$ cat src/rtl/dmux8way16_router_pkg.sv
// ---------------------------------------------------------------------------
// dmux8way16_router_pkg
// Shared constants and helpers for the 16-bit, 8-way mux/dmux family.
//   ROUTER_WIDTH : data width of one word / one lane
//   ROUTER_LANES : number of lanes (fixed at 8)
//   ROUTER_SEL_W : width of the lane select (3 bits for 8 lanes)
//   laneSel_e    : symbolic names for lanes a..h
//   laneOffset() : bit offset of a lane inside a packed lane bus
// ---------------------------------------------------------------------------
package dmux8way16_router_pkg;

  localparam int ROUTER_WIDTH = 16;
  localparam int ROUTER_LANES = 8;
  localparam int ROUTER_SEL_W = 3;

  // Lane a is select 000, lane h is select 111.
  typedef enum logic [ROUTER_SEL_W-1:0] {
    LANE_A = 3'd0,
    LANE_B = 3'd1,
    LANE_C = 3'd2,
    LANE_D = 3'd3,
    LANE_E = 3'd4,
    LANE_F = 3'd5,
    LANE_G = 3'd6,
    LANE_H = 3'd7
  } laneSel_e;

  // Lane k lives on bits [k*width +: width] of a packed lane bus.
  function automatic int laneOffset(input int lane, input int width);
    return lane * width;
  endfunction

endpackage

$ cat src/rtl/dmux8way16_router_lane.sv
// ---------------------------------------------------------------------------
// dmux_lane_reg
// One output lane of the router: a one-entry holding register plus its full
// flag, with a valid/ready handshake toward the consumer.
// Ports:
//   clk        : rising-edge clock
//   rst_n      : synchronous active-low reset (clears data and full)
//   wr_en      : load wr_data this cycle (only raised when can_accept is 1)
//   wr_data    : word to load
//   rd_ready   : consumer takes the held word this cycle
//   data       : held word (kept after drain until overwritten)
//   valid      : lane holds an undelivered word
//   can_accept : lane is empty or is being drained this cycle
// ---------------------------------------------------------------------------
module dmux_lane_reg
  import dmux8way16_router_pkg::*;
#(
  parameter int WIDTH = ROUTER_WIDTH
) (
  input  logic             clk,
  input  logic             rst_n,
  input  logic             wr_en,
  input  logic [WIDTH-1:0] wr_data,
  input  logic             rd_ready,
  output logic [WIDTH-1:0] data,
  output logic             valid,
  output logic             can_accept
);

  logic [WIDTH-1:0] r_data;
  logic             r_full;

  // A drain and a refill may happen on the same edge, so the lane can take a
  // new word whenever the current one is leaving. This keeps one word per
  // cycle flowing through a lane whose consumer is always ready.
  always_comb begin
    can_accept = !r_full || rd_ready;
  end

  // Write wins over drain: a simultaneous drain+write leaves the lane full
  // with the new word. A drain alone only drops the flag, the data register
  // keeps the last word so consumers must qualify with valid.
  always_ff @(posedge clk) begin
    if (!rst_n) begin
      r_data <= '0;
      r_full <= 1'b0;
    end else if (wr_en) begin
      r_data <= wr_data;
      r_full <= 1'b1;
    end else if (r_full && rd_ready) begin
      r_full <= 1'b0;
    end
  end

  assign data  = r_data;
  assign valid = r_full;

endmodule

$ cat src/rtl/dmux8way16_router.sv
// ---------------------------------------------------------------------------
// dmux8way16_router
// Routes one 16-bit word per handshake from a single producer to one of
// eight independently handshaked output lanes, chosen by a 3-bit select.
// Each lane buffers one word, so a stalled consumer only blocks words that
// are aimed at its own lane.
// Ports:
//   clk          : rising-edge clock
//   rst_n        : synchronous active-low reset
//   in_data      : word to route
//   in_sel       : destination lane (000 = a ... 111 = h)
//   in_valid     : producer offers a word
//   in_ready     : router accepts the offered word this cycle
//   out_data     : lane k data on bits [16k+15:16k]
//   out_valid    : bit k set while lane k holds an undelivered word
//   out_ready    : bit k set when consumer k takes its word
//   routed_count : words accepted since reset (wraps at 16 bits)
// ---------------------------------------------------------------------------
module dmux8way16_router
  import dmux8way16_router_pkg::*;
#(
  parameter int WIDTH = ROUTER_WIDTH,
  parameter int LANES = ROUTER_LANES
) (
  input  logic                    clk,
  input  logic                    rst_n,
  input  logic [WIDTH-1:0]        in_data,
  input  logic [ROUTER_SEL_W-1:0] in_sel,
  input  logic                    in_valid,
  output logic                    in_ready,
  output logic [WIDTH*LANES-1:0]  out_data,
  output logic [LANES-1:0]        out_valid,
  input  logic [LANES-1:0]        out_ready,
  output logic [15:0]             routed_count
);

  logic [LANES-1:0] w_canAccept;
  logic [LANES-1:0] w_wrEn;
  logic             w_accept;
  logic [15:0]      r_routedCount;

  // in_ready only looks at the selected lane, never at in_valid, so the
  // producer may use it to decide whether to present a word at all.
  always_comb begin
    in_ready = w_canAccept[in_sel];
    w_accept = in_valid && in_ready;
  end

  // One-hot write enable: at most one lane is loaded per cycle. When no word
  // is accepted, in_sel and in_data are ignored entirely.
  always_comb begin
    w_wrEn = '0;
    if (w_accept) begin
      w_wrEn[in_sel] = 1'b1;
    end
  end

  // Eight identical lanes; all of them see in_data, only the enabled one
  // captures it, so out_data is always a registered value.
  for (genvar k = 0; k < LANES; k++) begin : g_lane
    dmux_lane_reg #(
      .WIDTH(WIDTH)
    ) u_lane (
      .clk       (clk),
      .rst_n     (rst_n),
      .wr_en     (w_wrEn[k]),
      .wr_data   (in_data),
      .rd_ready  (out_ready[k]),
      .data      (out_data[laneOffset(k, WIDTH) +: WIDTH]),
      .valid     (out_valid[k]),
      .can_accept(w_canAccept[k])
    );
  end

  // Accepted-word counter; plain modular increment, it simply rolls over
  // from 16'hFFFF to 16'h0000.
  always_ff @(posedge clk) begin
    if (!rst_n) begin
      r_routedCount <= '0;
    end else if (w_accept) begin
      r_routedCount <= r_routedCount + 16'd1;
    end
  end

  assign routed_count = r_routedCount;

endmodule

$ cat config.mk
export PLATFORM = sky130hd
export DESIGN_NAME = dmux8way16_router
export DESIGN_NICKNAME = d
export VERILOG_FILES = /design/src/rtl/dmux8way16_router_pkg.sv /design/src/rtl/dmux8way16_router_lane.sv /design/src/rtl/dmux8way16_router.sv
export SDC_FILE = /design/constraint.sdc
export NUM_CORES = 1
export LEC_CHECK = 0
export BUFFER_PORTS_ARGS = -buffer_cell sky130_fd_sc_hd__buf_2
export CAP_MARGIN = 0
export CORE_MARGIN = 4
export CORE_UTILIZATION = 46
export CTS_CLUSTER_DIAMETER = 40
export DETAILED_ROUTE_END_ITERATION = 10
export HOLD_SLACK_MARGIN = 0.12
export PLACE_DENSITY = 0.75
export SYNTH_ARGS = -nofsm -noshare
export SYNTH_HDL_FRONTEND = slang
export SYNTH_HIERARCHICAL = 1
export SYNTH_SLANG_ARGS = --single-unit
$ cat constraint.sdc
create_clock -name clk -period 2.1 [get_ports clk]
set_input_delay 0.21 -clock clk [delete_from_list [all_inputs] [get_ports clk]]
set_output_delay 0.21 -clock clk [all_outputs]
set_load 0.03 [all_outputs]
==> results of run 1 <==
[power by group]
part	leakage, nW	internal (W)	switching (W)
combinational	1.78	0.000240	0.000368
clock	0.292	0.00202	0.00118
sequential	1.23	0.00294	0.0000333
[worst max-delay path by stage]
| stage | start | endpoint | slack, ns | depth (start not counted) |
|---|---|---|---|---|
| 2_1_floorplan | g_lane[2].u_lane/valid$_SDFFE_PN0P_ | g_lane[1].u_lane/data[10]$_SDFFE_PN0P_ | 0.006 | 10 |
| 3_3_place_gp | out_ready[2] | g_lane[1].u_lane/data[9]$_SDFFE_PN0P_ | -0.01 | 11 |
| 3_5_place_dp | out_ready[2] | g_lane[1].u_lane/data[5]$_SDFFE_PN0P_ | -0.15 | 11 |
| 4_1_cts | g_lane[3].u_lane/valid$_SDFFE_PN0P_ | g_lane[7].u_lane/data[8]$_SDFFE_PN0P_ | 0.002 | 11 |
| 5_1_grt | g_lane[6].u_lane/valid$_SDFFE_PN0P_ | g_lane[1].u_lane/data[5]$_SDFFE_PN0P_ | -0.06 | 10 |
| 6_report | g_lane[7].u_lane/valid$_SDFFE_PN0P_ | g_lane[7].u_lane/data[6]$_SDFFE_PN0P_ | 0.02 | 11 |
[critical path, cell delays in order (launching register included)]
cell and delay (ns):
dfxtp_2 0.32, nand2b_1 0.11, mux2_4 0.16, o22a_4 0.14, nand4_4 0.13, buf_6 0.15
or2_4 0.27, nor2_4 0.13, buf_4 0.14, buf_12 0.12, mux2i_2 0.23, nor2b_1 0.07
[state kept, by name, summed over array words and instances, names as in the netlist]
signal / cells
g_lane.u_lane/data: 128
routed_count: 16
g_lane.u_lane/valid: 8
[synth_stat cells, types with 5 or more instances]
library cell,number
nand2b_1,13
buf_12,8
nand2_1,9
nor2_1,9
o31ai_1,6
nand3_1,7
nor2b_1,128
or4_1,5
nand4_1,6
dfxtp_1,152
clkbuf_1,10
a21oi_1,10
inv_1,13
o21ai_0,5
mux2i_1,128
buf_6,9
a21boi_0,8
[cell families (layout without fill, tap and decap cells)]
kind of cell / Yosys count / in the layout / synth area share
XOR/XNOR: 3 / 3 / 0.00426
buffers and inverters: 41 / 270 / 0.0572
AND/OR/NAND/NOR: 189 / 189 / 0.186
multiplexers: 131 / 131 / 0.214
flip-flops: 152 / 152 / 0.494
adder cells (fa/ha/maj): 1 / 1 / 0.00203
AO/OA/AOI/OAI: 38 / 38 / 0.0430
[routing by layer]
| layer | track usage | up-vias | wire, µm | part of all wire |
|---|---|---|---|---|
| met5 | 0 | - | 0 | 0 |
| met4 | 0.100 | 0 | 527 | 0.031 |
| met3 | 0.0622 | 38 | 953 | 0.057 |
| met2 | 0.350 | 141 | 8200 | 0.49 |
| met1 | 0.259 | 2301 | 7170 | 0.43 |
| li1 | - | 2332 | - | - |
[per-stage QoR]
stage          hold slack [ns]  setup WS [ns]   util  cell area [µm²]
2_1_floorplan            0.338        0.00559      -             6170
3_3_place_gp             0.467        -0.0149  0.554             7300
3_5_place_dp             0.485         -0.145  0.554             7300
4_1_cts                  0.124        0.00204  0.613             8080
5_1_grt                  0.141        -0.0631  0.625             8250
6_report                 0.147         0.0212  0.625             8250
[repair_timing]
item                       CTS  global route
hold endpoints to repair     6             1
gates resized for setup      8            20
setup buffers                1             4
pin swaps                    1             3
hold buffers                 6             1
setup endpoints to repair   80            72
gates cloned                 2             2
[cell type report]
| type | instances | area [µm²] |
|---|---|---|
| Fill cell | 1075 | 4940 |
| Sequential cell | 152 | 3050 |
| Multi-Input combinational cell | 362 | 2900 |
| Timing Repair Buffer | 225 | 1410 |
| Clock buffer | 20 | 447 |
| Tap cell | 176 | 220 |
| Clock inverter | 12 | 174 |
| Inverter | 13 | 48.8 |
[placed cells by master (no fill, tap or decap), types with 3 or more instances in the layout]
cell,Yosys,routed
dlygate4sd3_1,0,7
nand2b_1,13,10
bufinv_16,0,4
buf_12,8,5
clkinvlp_4,0,4
clkbuf_16,0,18
nor2_1,9,6
clkinv_2,0,3
o31ai_1,6,6
dfxtp_1,152,147
nand3_1,7,7
or4_1,5,5
nand2b_4,0,3
nand2_1,9,8
o21ai_0,5,5
nand4_1,6,6
nor2b_1,128,128
or3_2,3,3
mux2i_1,128,127
xor2_1,3,3
a21boi_0,8,8
buf_4,0,22
dfxtp_2,0,5
o211ai_1,3,3
inv_1,13,13
buf_2,1,181
buf_6,9,5
a21oi_1,10,10
nor3_4,0,3
==> flow_metrics.tcl, run 1 <==
set metrics [dict create \
    rrSetupSlack_ns 0.02 \
    start_kind "flip-flop" \
    crit_path_end_kind "flip-flop" \
    core_um2 13200 \
    timing.fmax_mhz 481 \
    clockBufferDepth 2 \
    synthCells 555 \
    yosys_most_used_dff "dfxtp_1" \
    final_max_slew_viol_count 0 \
    cts_tree "built" \
    yosysTopAreaCell "dfxtp_1" \
    ff2ff_path_depth 11 \
    clk_pin_slew_ns 0.06 \
    fin_skew_ns 0.00774 \
    layout-drive-gt1-share 0.357 \
    nets 802 \
    yosys.area.top_type_share 0.494 \
    power_density_nw_per_um2 822 \
    synth_area_per_cell_um2 11.1 \
    wl_um 16900 \
    die_height_um 124 \
    cts_root_buffer "clkbuf_16" \
    drt-vias-per-instance 5.01 \
    cap_violations 0 \
    port_buffers 182 \
    gr-usage-all-layers 0.214 \
    holdPathEnd "g_lane[2].u_lane/valid$_SDFFE_PN0P_" \
    ant_nets 0 \
    setup-violations-final 0 \
    synth_edf_count 0 \
    ys_async_sr_fraction 0 \
    grt_pass1_wl_um 24900 \
    criticalPathCategory "reg2reg" \
    r2r_end "g_lane[7].u_lane/data[6]$_SDFFE_PN0P_" \
    final_cell_count_no_fill 960 \
    drc_errors 0 \
    area_delta_synth_final_pct 33.8 \
    die-area_um2 15300 \
    finalSetupTns_ns 0 \
    start_util 0.467 \
    drt_first_pass_iters 4 \
    syn_area_um2 6170 \
    wl_per_cell_um 17.6 \
    hold_viol 0 \
    rsz0062_at_grt "true" \
    antenna_found_initial 0 \
    hold_path.class "in2reg" \
    yosys-top-cells-area "dfxtp_1 (49%), mux2i_1 (21%), nor2b_1 (13%)" \
    grt_pass1_vias 4741 \
    total_leakage_power_nw 3.31 \
    io_pins 183 \
    hpwl_um 11500 \
    ys_seq_area_frac 0.494 \
    synth-seq-cells 152 \
    period_share 0.990 \
    crit_fanout 5 \
    period_minus_slack_ns 2.08 \
    timing.rr.start "g_lane[7].u_lane/valid$_SDFFE_PN0P_" \
    syn-num-nets 586 \
    grt_max_degree 71 \
    vias 4812 \
    htreeDepth 4 \
    antenna_cells 0 \
    finalPower_w 0.00678 \
    yosysWarnings 6 \
    status "complete, no violations" \
    cts_buffers 17 \
    critical_path_arrival_ns 2.38 \
    hp-start "rst_n" \
    vdd_drop_max_mv 0.626 \
    fp.dieW_um 124 \
    place_inst 912 \
    maxSlewHeadroom 0.633 \
    cts.sinks 152 \
    required_ns 2.40 \
    whs_path_depth 2 \
    yosys.cell_types.count 34 \
    insertion_delay_ns 0.42 \
    grt-ovfl-total 0 \
    place_congestion 0.862 \
    drt_iter0_markers 282 \
    worst-slew-pin-transition_ns 0.551 \
    rows 42 \
]
Note: power is estimated with default switching activity, not from simulation.
==> run 2: changes to the inputs <==
CORE_ASPECT_RATIO = 0.8   (was unset)
==> flow_metrics.tcl, run 2 (synthesis gave the netlist of run 1 again) <==
set metrics [dict create \
    io_pins 183 \
    start_kind "flip-flop" \
    finalPower_w 0.00677 \
    rows 37 \
    crit_chain "nand2b_4, mux2_4, o22a_4, buf_6, nand2_2, a21oi_1, buf_4" \
    place_area_um2 7260 \
    clk_pin_slew_ns 0.06 \
    htreeDepth 4 \
    largest_reg_flops 128 \
    maxSlewHeadroom 0.643 \
    layout-drive-gt1-share 0.351 \
    area_delta_synth_final_pct 30.6 \
    status "complete, no violations" \
    grt-ovfl-total 0 \
    drt_iter0_markers 187 \
    final_cell_count_no_fill 942 \
    die-area_um2 15300 \
    share_seq_of_total_power 0.440 \
    drc_errors 0 \
    antenna_found_initial 0 \
    ant_nets 0 \
    cts_tree "built" \
    comb_power_share 0.085 \
    hold_ws_ns 0.125 \
    cts_root_buffer "clkbuf_16" \
    place_congestion 0.777 \
    antenna_cells 0 \
    insertion_delay_ns 0.41 \
    cts.sinks 152 \
    start_util 0.474 \
    nets 785 \
    grt_pass1_wl_um 25400 \
    port_buffers 182 \
    wl_per_cell_um 17.1 \
    timing.fmax_mhz 495 \
    hold_viol 0 \
    cp_slowest_cell "dfxtp_2" \
    clockBufferDepth 2 \
    criticalPathCategory "reg2out" \
    vdd_drop_max_mv 0.730 \
    gr-usage-all-layers 0.211 \
    switching_share 0.230 \
    layout_common_cells "buf_2 (181), dfxtp_1 (147), nor2b_1 (128)" \
    worst-slew-pin-transition_ns 0.535 \
    setup-violations-final 0 \
    p_clk_frac 0.476 \
    intPower_w 0.00522 \
    cts_buffers 17 \
    critical_path_arrival_ns 1.81 \
    critical_path.max_stage_delay_ns 0.35 \
    drt-vias-per-instance 4.92 \
    place_inst 904 \
    hold_path.class "in2reg" \
    post-place-ws_ns 0.0366 \
    required_ns 1.89 \
    fp.dieW_um 137 \
    period_share 0.962 \
    cap_violations 0 \
    netSwitchingPower_w 0.00156 \
    core_um2 13000 \
    crit_fanout 5 \
    wl_um 16100 \
    die_height_um 112 \
    fin_skew_ns 0.0100 \
    period_minus_slack_ns 2.02 \
    grt_max_degree 146 \
    drt_first_pass_iters 4 \
    final_area_um2 8060 \
    setup_slack_ns 0.0796 \
    grt_pass1_vias 4709 \
    final_common_cell "buf_2" \
    final_max_slew_viol_count 0 \
    hpwl_um 11200 \
    power_density_nw_per_um2 841 \
    total_leakage_power_nw 3.23 \
    crit_path_end_kind "output pin" \
    vias 4637 \
]
-- run 2: cell types whose count changed in the layout (fill, tap and decap cells not counted), sizes merged --
cell         before  now
dlygate4sd3       7    4
clkinv            3    5
bufbuf            1    0
clkinvlp          4    1
buf             216  204
-- run 2: critical path: cells and delay by family, from the launching register on --
family          cells  cell delay, ns
compound gates      2            0.32
mux                 1            0.27
buf+inv             2            0.31
flops               1            0.35
simple gates        2            0.13
-- run 2: metal layers --
layer / vias to the layer above / track usage / routed length [µm]
li1: 2291 / - / -
met1: 2216 / 0.275 / 7470
met2: 114 / 0.328 / 7370
met3: 16 / 0.0772 / 1030
met4: 0 / 0.0585 / 206
met5: - / 0 / 0
-- run 2: repair_timing --
action / CTS / global route
gates cloned: 0 / 1
setup buffers: 0 / 1
pin swaps: 0 / 5
hold buffers: 2 / 2
endpoints found under the setup margin: 1 / 31
gates resized for setup: 2 / 19
hold endpoints to repair: 2 / 2
-- run 2: final timing paths --
kind                                       startpoint                               endpoint  slack [ns]  depth (start not counted)
setup / recovery  g_lane[2].u_lane/valid$_SDFFE_PN0P_                               in_ready        0.08                          7
hold / removal                           out_ready[7]    g_lane[7].u_lane/valid$_SDFFE_PN0P_        0.13                          3
setup reg to reg  g_lane[2].u_lane/valid$_SDFFE_PN0P_  g_lane[1].u_lane/data[0]$_SDFFE_PN0P_        0.10                          9
hold reg to reg         routed_count[15]$_SDFFE_PN0P_          routed_count[15]$_SDFFE_PN0P_        0.49                          2
-- run 2: area by class of cell --
type / instances / area, µm²
Sequential cell: 152 / 3050
Multi-Input combinational cell: 362 / 2900
Timing Repair Buffer: 208 / 1210
Fill cell: 1072 / 4950
Inverter: 13 / 48.8
Tap cell: 175 / 219
Clock buffer: 21 / 460
Clock inverter: 11 / 169
-- run 2: power by group through the flow --
stage	Clock, W	Sequential [W]	Combinational [W]
floorplan	0	0.00316	0.000234
global placement	0	0.00304	0.000547
detailed placement	0	0.00304	0.000557
CTS	0.00329	0.00298	0.000560
global route	0.00343	0.00298	0.000613
finish	0.00322	0.00298	0.000574
-- run 2: stage by stage --
| stage | setup TNS, ns | util |
|---|---|---|
| after floorplan | 0 | - |
| after global placement | 0 | 0.558 |
| after detailed placement | 0 | 0.558 |
| after CTS | 0 | 0.609 |
| after global routing | -0.0369 | 0.619 |
| final | 0 | 0.619 |
==> run 3: changes to the inputs <==
CORE_UTILIZATION = 55   (was 46)
PLACE_DENSITY = 0.84   (was 0.75)
clock period = 2.4 ns   (was 2.1 ns; I/O delays follow)
==> flow_metrics.tcl, run 3 (synthesis gave the netlist of run 1 again) <==
set metrics [dict create \
    vias 4670 \
    antenna_found_initial 0 \
    drt-vias-per-instance 5.19 \
    ff2ff_path_depth 9 \
    status "complete, no violations" \
    total_leakage_power_nw 3.09 \
    nFillCells 808 \
    timing.rr.start "g_lane[3].u_lane/valid$_SDFFE_PN0P_" \
    io_pins 183 \
    crit_start "g_lane[3].u_lane/valid$_SDFFE_PN0P_" \
    clockBufferDepth 2 \
    whs_path_depth 3 \
    wl_um 15700 \
    period_minus_slack_ns 2.16 \
    die_height_um 103 \
    cts.sinks 152 \
    cts_setup_buffers 0 \
    area_delta_synth_final_pct 25.0 \
    final_max_slew_viol_count 0 \
    gr-usage-all-layers 0.240 \
    hold_buffers 0 \
    ant_nets 0 \
    drc_errors 0 \
    criticalPathCategory "reg2reg" \
    grt_util_met2 0.397 \
    wl_per_cell_um 17.5 \
    r2r_end "g_lane[0].u_lane/data[3]$_SDFFE_PN0P_" \
    comb_power_share 0.081 \
    grt_max_degree 111 \
    met3_usage 0.0684 \
    final_common_cell "buf_2" \
    crit_fanout 16 \
    required_ns 2.70 \
    hpwl_um 10900 \
    layout_common_cells "buf_2 (182), dfxtp_1 (152), mux2i_1 (128), nor2b_1 (128), clkbuf_16 (17)" \
    setup_slack_ns 0.245 \
    clk_pin_slew_ns 0.07 \
    finalSetupTns_ns 0 \
    holdPathEnd "g_lane[4].u_lane/valid$_SDFFE_PN0P_" \
    critical_path_arrival_ns 2.46 \
    hold_viol 0 \
    finalPower_w 0.00572 \
    setup-violations-final 0 \
    rrSetupSlack_ns 0.24 \
    grt_pass1_wl_um 24600 \
    core_um2 10900 \
    intPower_w 0.00431 \
    power_density_nw_per_um2 742 \
    drt_iter0_markers 255 \
    largest_reg_flops 128 \
    grtUsageMet1 0.306 \
    netSwitchingPower_w 0.00140 \
    worst-slew-pin-transition_ns 0.820 \
    rows 34 \
    grt_pass1_vias 4646 \
    cts_tree "built" \
    fin_skew_ns 0.00803 \
    post-place-ws_ns 0.250 \
    cts_buffers 17 \
    cap_violations 0 \
    rsz0062_at_grt "false" \
    drt_first_pass_iters 4 \
    timing.fmax_mhz 464 \
    vdd_drop_max_mv 0.508 \
    hp-start "out_ready[4]" \
    place_area_um2 7120 \
    cts_root_buffer "clkbuf_16" \
    crit_path_end_kind "flip-flop" \
    start_kind "flip-flop" \
    insertion_delay_ns 0.42 \
    maxSlewHeadroom 0.453 \
    grt.busiest_layer "met2" \
    grt-ovfl-total 0 \
    fp.dieW_um 126 \
    p_clk_frac 0.463 \
    htreeDepth 4 \
    port_buffers 182 \
    nets 773 \
    utilization 0.705 \
    final_area_um2 7710 \
    layout-drive-gt1-share 0.330 \
    antenna_cells 0 \
    hold_path.class "in2reg" \
    start_util 0.564 \
    period_share 0.898 \
    place_congestion 0.810 \
    cts_resized 0 \
    share_seq_of_total_power 0.456 \
    switching_share 0.246 \
    die-area_um2 13000 \
]
## run 3: cell count changes in the layout (fill, tap and decap cells not counted), moves of 3 or more
cell	before	now
nand2b_1	8	13
clkinvlp_4	1	4
buf_6	4	0
dfxtp_1	147	152
dlygate4sd3_1	4	0
dfxtp_2	5	0
buf_12	6	2
nand2b_4	5	0
## run 3: final cells by class
cell class                 count  area (µm²)  share of cell area
timing repair buffer         196        1040               0.135
tap                          144         180              0.0234
sequential                   152        3040               0.395
inverter                      13        48.8             0.00633
clock buffer                  19         443              0.0575
clock inverter                13         146              0.0190
multi-input combinational    362        2800               0.364
## run 3: worst max path at each step
stage,endpoint
after floorplan,g_lane[1].u_lane/data[10]$_SDFFE_PN0P_
after global placement,g_lane[1].u_lane/data[8]$_SDFFE_PN0P_
after detailed placement,g_lane[1].u_lane/data[9]$_SDFFE_PN0P_
after CTS,g_lane[0].u_lane/data[3]$_SDFFE_PN0P_
after global routing,g_lane[0].u_lane/data[3]$_SDFFE_PN0P_
final,g_lane[0].u_lane/data[3]$_SDFFE_PN0P_
## run 3: per-layer routing
metal	part of all wire	routed length [µm]
met1	0.43	6710
met2	0.48	7470
met3	0.082	1290
met4	0.016	249
met5	0	0
## run 3: power groups by stage
stage	combinational (W)	clock [W]	sequential (W)
detailed placement	0.000465	0	0.00266
CTS	0.000468	0.00267	0.00261
floorplan	0.000205	0	0.00276
global placement	0.000455	0	0.00266
global route	0.000498	0.00278	0.00261
finish	0.000466	0.00265	0.00261
## run 3: critical path: stages (launching register included)
cell and delay [ns]:
dfxtp_1 0.31, nand2b_1 0.12, mux2_2 0.17, o22a_2 0.21, nand4_2 0.12, buf_4 0.21
nor4_2 0.23, buf_4 0.30, mux2i_1 0.28, nor2b_1 0.07
## run 3: metrics by stage
| step | std cells | hold slack, ns |
|---|---|---|
| final | 899 | 0.140 |
| after global routing | 899 | 0.146 |
| after CTS | 899 | 0.122 |
| after detailed placement | 867 | 0.492 |
| after global placement | 867 | 0.467 |
| after floorplan | 555 | 0.368 |
